**src/rtl/dmem_responder.sv**
```systemverilog
`default_nettype none
// ============================================================================
//  Module      : dmem_responder
//  Description : Multi-cycle data-memory responder for the MEM-stage
//                load/store interface. Accepts one doubleword request at a
//                time, waits a fixed latency, performs the access, and
//                returns a one-cycle response. It also drives the pipeline
//                stall and exposes the first five words as tap outputs.
//  Revision    : 1.0  initial release
// ============================================================================
module dmem_responder #(
    parameter int DEPTH   = 32,
    parameter int LATENCY = 2
) (
    input  logic        clk,
    input  logic        reset,
    input  logic        req_valid,
    output logic        req_ready,
    input  logic        req_write,
    input  logic [63:0] req_addr,
    input  logic [63:0] req_wdata,
    output logic        rsp_valid,
    output logic [63:0] rsp_rdata,
    output logic        rsp_err,
    output logic        stall,
    output logic [63:0] index0,
    output logic [63:0] index1,
    output logic [63:0] index2,
    output logic [63:0] index3,
    output logic [63:0] index4
);

    localparam int       c_AW       = (DEPTH > 1) ? $clog2(DEPTH) : 1;
    // WAIT counts down to zero, so it is loaded with two less than the latency
    // (one cycle is spent accepting the request and one responding).
    localparam int       c_LOAD_INT = (LATENCY > 1) ? (LATENCY - 2) : 0;
    localparam bit [3:0] c_CNT_LOAD = 4'(c_LOAD_INT);

    typedef enum logic [1:0] {
        S_IDLE = 2'd0,
        S_WAIT = 2'd1,
        S_RESP = 2'd2
    } state_t;

    state_t      r_state;
    state_t      w_next;
    logic [3:0]  r_cnt;
    logic        r_write;
    logic [63:0] r_addr;
    logic [63:0] r_wdata;

    // Memory powers up cleared; reset intentionally leaves it untouched.
    logic [63:0] r_mem [DEPTH] = '{default: '0};

    logic [60:0]     w_idx_wide;
    logic [c_AW-1:0] w_idx;
    logic            w_err;
    logic            w_mem_we;

    // Decode the latched address into a word index and an error flag.
    assign w_idx_wide = r_addr[63:3];
    assign w_idx      = w_idx_wide[c_AW-1:0];
    assign w_err      = (r_addr[2:0] != 3'b000) || (w_idx_wide >= 61'(DEPTH));
    assign w_mem_we   = (r_state == S_RESP) && r_write && !w_err;

    // Next-state logic and handshake/response outputs.
    always_comb begin
        w_next    = r_state;
        req_ready = 1'b0;
        rsp_valid = 1'b0;
        rsp_rdata = '0;
        rsp_err   = 1'b0;
        stall     = 1'b0;
        case (r_state)
            S_IDLE: begin
                req_ready = 1'b1;
                stall     = req_valid;
                if (req_valid) begin
                    w_next = (LATENCY == 1) ? S_RESP : S_WAIT;
                end
            end
            S_WAIT: begin
                stall = 1'b1;
                if (r_cnt == 4'd0) begin
                    w_next = S_RESP;
                end
            end
            S_RESP: begin
                // Stall drops here so the instruction leaves MEM with its data.
                rsp_valid = 1'b1;
                rsp_err   = w_err;
                if (!r_write && !w_err) begin
                    rsp_rdata = r_mem[w_idx];
                end
                w_next = S_IDLE;
            end
            default: w_next = S_IDLE;
        endcase
    end

    // State register, latency counter and request capture.
    always_ff @(posedge clk or posedge reset) begin
        if (reset) begin
            r_state <= S_IDLE;
            r_cnt   <= 4'd0;
            r_write <= 1'b0;
            r_addr  <= '0;
            r_wdata <= '0;
        end else begin
            r_state <= w_next;
            if (r_state == S_IDLE && req_valid) begin
                r_write <= req_write;
                r_addr  <= req_addr;
                r_wdata <= req_wdata;
                r_cnt   <= c_CNT_LOAD;
            end else if (r_state == S_WAIT && r_cnt != 4'd0) begin
                r_cnt <= r_cnt - 4'd1;
            end
        end
    end

    // Store commits at the edge ending RESP, before the next request is seen.
    always_ff @(posedge clk) begin
        if (w_mem_we) begin
            r_mem[w_idx] <= r_wdata;
        end
    end

    // Tap view of the lowest five words.
    assign index0 = r_mem[0];
    assign index1 = r_mem[1];
    assign index2 = r_mem[2];
    assign index3 = r_mem[3];
    assign index4 = r_mem[4];

endmodule
`default_nettype wire

```
**config.mk**
```make
export PLATFORM = sky130hd
export DESIGN_NAME = dmem_responder
export DESIGN_NICKNAME = d
export VERILOG_FILES = /design/src/rtl/dmem_responder.sv
export SDC_FILE = /design/constraint.sdc
export NUM_CORES = 2
export LEC_CHECK = 0
export BUFFER_PORTS_ARGS = -buffer_cell sky130_fd_sc_hd__buf_2
export CORE_UTILIZATION = 55
export CTS_CLUSTER_SIZE = 28
export DETAILED_ROUTE_END_ITERATION = 10
export GPL_ROUTABILITY_DRIVEN = 0
export PLACE_DENSITY = 0.85
export SLEW_MARGIN = 20
export SYNTH_ARGS = -nofsm -noshare
export SYNTH_HDL_FRONTEND = slang
export SYNTH_SLANG_ARGS = --single-unit
```
**constraint.sdc**
```tcl
create_clock -name clk -period 6.5 [get_ports clk]
set_input_delay 0.65 -clock clk [delete_from_list [all_inputs] [get_ports clk]]
set_output_delay 0.65 -clock clk [all_outputs]
set_load 0.005 [all_outputs]
```
==> impl_metrics.toml <==
[clock_tree]
cts_made_buffers = 205
root_buffer = "clkbuf_16"
cts_setup_buffers = 0
holdBufCountCts = 109
cts.sinks = 2183
insertion_delay_ns = 0.86
cts_resized = 0
clkSlewWorstSetupHoldPaths_ns = 0.06
cts_tree = "yes"
cts.path.max_buffers = 3
h-tree-depth = 4

[detailed_routing]
vias = 49527
avgRoutedWirePerCell_um = 32.0
drc_errors = 0
vias_per_cell = 6.54
ant_nets = 0
wl_um = 242000
first_iter_violations = 7368
first_pass_iters = 9

[cells_and_area]
insertedDiodeCount = 0
area_growth_pct = 15.9
drive_gt1_frac = 0.195
nNetsFinal = 5515

[sta]
fmax_mhz = 187
fin_crit_ns = 5.35
slew_violations = 0
rsz0062_at_grt = "no"
slew_headroom = 0.168
tightest_slew_ns = 1.24
min_period_over_period = 0.822
fin_skew_ns = 0.0395
tns_ns = 0
final-hold-violation-count = 0
setup_viol = 0

[worst_setup_path]
timing.critical_path.to_type = "output pin"
crit_arrival_ns = 4.70
critPathRequiredTime_ns = 5.85
critPathLaunchType = "flip-flop"
crit_type = "reg -> out"
r2r_slack_ns = 2.26
crit_fanout = 113

[synthesis]
yosys_warnings = 0
ys_ff_latch = 2183
seq_area_frac_synth = 0.774
syn-cell-area_sq_um = 83900
synth.avg_cell_area_sq_um = 17.9
ys_types = 44
synth_nets = 4821
syn_inst = 4688

[placement]
place.port_buffers = 519
dp_hpwl_um = 128000

[flow_run]
cap_violations = 0

[power_and_ir_drop]
irDropWorstVdd_mv = 0.256
cellLeakagePower_nw = 34.2
powerDensity_nw_per_um2 = 345
p_total_mw = 33.5

[die]
die_w_um = 392
rows = 142
ios = 520
start_util = 0.557
die_area_sq_um = 154000
design.core.area_sq_um = 151000
die_h_um = 392

[status]
outcome = "complete, no violations"

[global_route]
grt_pass1_wl_um = 337000
antenna_found_initial = 2
grt_max_degree = 137
grt_overflow_total = 0
grt_pass1_vias = 48948
grt_usage = 0.309

[min_path]
min_path_type = "in -> reg"
-- state kept, by name, summed over array words and instances (netlist names) --
name / flops
r_wdata: 64
r_mem: 2048
r_write: 1
r_addr: 64
r_cnt: 4
r_state: 2
-- cells in the mapped netlist (all sizes together) --
library cell  number  area share
ha                 1     0.00015
inv                5     0.00022
nand2            403       0.018
a22o               2     0.00021
nor3b              1    0.000090
o311a              1     0.00012
or3b               1     0.00010
nor4              18      0.0017
or2                1    0.000075
xnor2              2     0.00021
a31oi              2     0.00015
a221oi             1     0.00010
nor3             107       0.010
or4                1     0.00013
and2               1    0.000075
or3                1    0.000075
nor2b              2     0.00015
a41oi              1     0.00010
a211oi             1    0.000090
nand3b             3     0.00027
mux2i           1013        0.12
clkbuf           115      0.0051
nand2b             7     0.00052
a2111oi            2     0.00028
o21ai              2     0.00012
buf              144      0.0092
nand3              5     0.00036
dfrtp            135       0.040
nor2              19     0.00097
a22oi            505       0.045
mux2              11      0.0015
edfxtp          2048        0.73
nand4            127      0.0097
-- area by class of cell --
class	count	area (sq um)
clock buffer	262	5480
tap	2016	2520
clock inverter	120	1450
timing repair buffer	746	4820
sequential	2183	64900
multi-input combinational	2241	18000
fill	9661	53400
inverter	5	23.8
-- where the power goes --
part	internal, mW	switching, mW
Clock	6.88	5.35
Combinational	1.46	2.46
Sequential	16.4	1.03
-- metrics by stage --
| stage | cell area [sq um] | hold slack [ns] | setup slack, ns | util | cells |
|---|---|---|---|---|---|
| after global routing | 97200 | 0.0268 | 1.01 | 0.645 | 7573 |
| after detailed placement | 89200 | 0.465 | 2.15 | 0.592 | 7080 |
| final | 97200 | 0.0585 | 1.15 | 0.645 | 7573 |
| after floorplan | 83900 | 0.446 | 0.0889 | - | 4688 |
| after global placement | 89100 | 0.461 | 1.97 | 0.592 | 7079 |
| after CTS | 97200 | 0.00520 | 1.21 | 0.645 | 7571 |
-- per-layer routing --
layer	wire length (um)	vias up	global-route usage	share of wire
met5	12	-	0	0.000049
li1	-	20045	-	-
met3	30600	649	0.0705	0.13
met1	85200	24738	0.403	0.35
met4	11200	2	0.140	0.046
met2	115000	4093	0.496	0.48
-- worst max-delay path, cell delays in order, from the launching register on --
cell and delay, ns:
dfrtp_4 1.13, buf_12 0.65, buf_4 0.79, mux2i_1 0.19, a22oi_1 0.25, nand4_1 0.15, nor3_2 0.33, buf_2 0.18
-- layout by cell type, fill, tap and decap left out, drive strengths merged, types with 2 or more instances in the layout --
cell type / count
nand2: 403
bufinv: 21
nor3: 107
clkinv: 77
nor2: 19
clkinvlp: 10
inv: 17
edfxtp: 2048
nor4: 18
a2111oi: 2
buf: 637
a22o: 2
a22oi: 505
a31oi: 2
mux2i: 1013
nor2b: 2
xnor2: 2
nand4: 127
mux2: 11
dfrtp: 135
clkbuf: 262
nand3b: 3
dlygate4sd3: 109
nand2b: 7
o21ai: 2
nand3: 5
-- cell families after synthesis --
group           after synthesis  share of synthesized area
mux                        1024                      0.122
xor+xnor                      2                   0.000209
simple gates                697                     0.0427
buf+inv                     264                     0.0146
compound gates              517                     0.0464
fa+ha+maj                     1                   0.000149
flops                      2183                      0.774
-- final timing paths --
| kind | startpoint | to | cells after the start |
|---|---|---|---|
| max | r_addr[4]$_DFFE_PP0P_ | rsp_rdata[25] | 7 |
| min | req_wdata[19] | r_wdata[19]$_DFFE_PP0P_ | 3 |
| max reg2reg | r_addr[58]$_DFFE_PP0P_ | r_mem[19][16]$_DFFE_PP_ | 7 |
| min reg2reg | r_addr[9]$_DFFE_PP0P_ | r_addr[9]$_DFFE_PP0P_ | 2 |
| max in group asynchronous | reset | r_wdata[4]$_DFFE_PP0P_ | 4 |
| min in group asynchronous | reset | r_wdata[55]$_DFFE_PP0P_ | 3 |
Note: power is estimated with default switching activity, not from simulation.
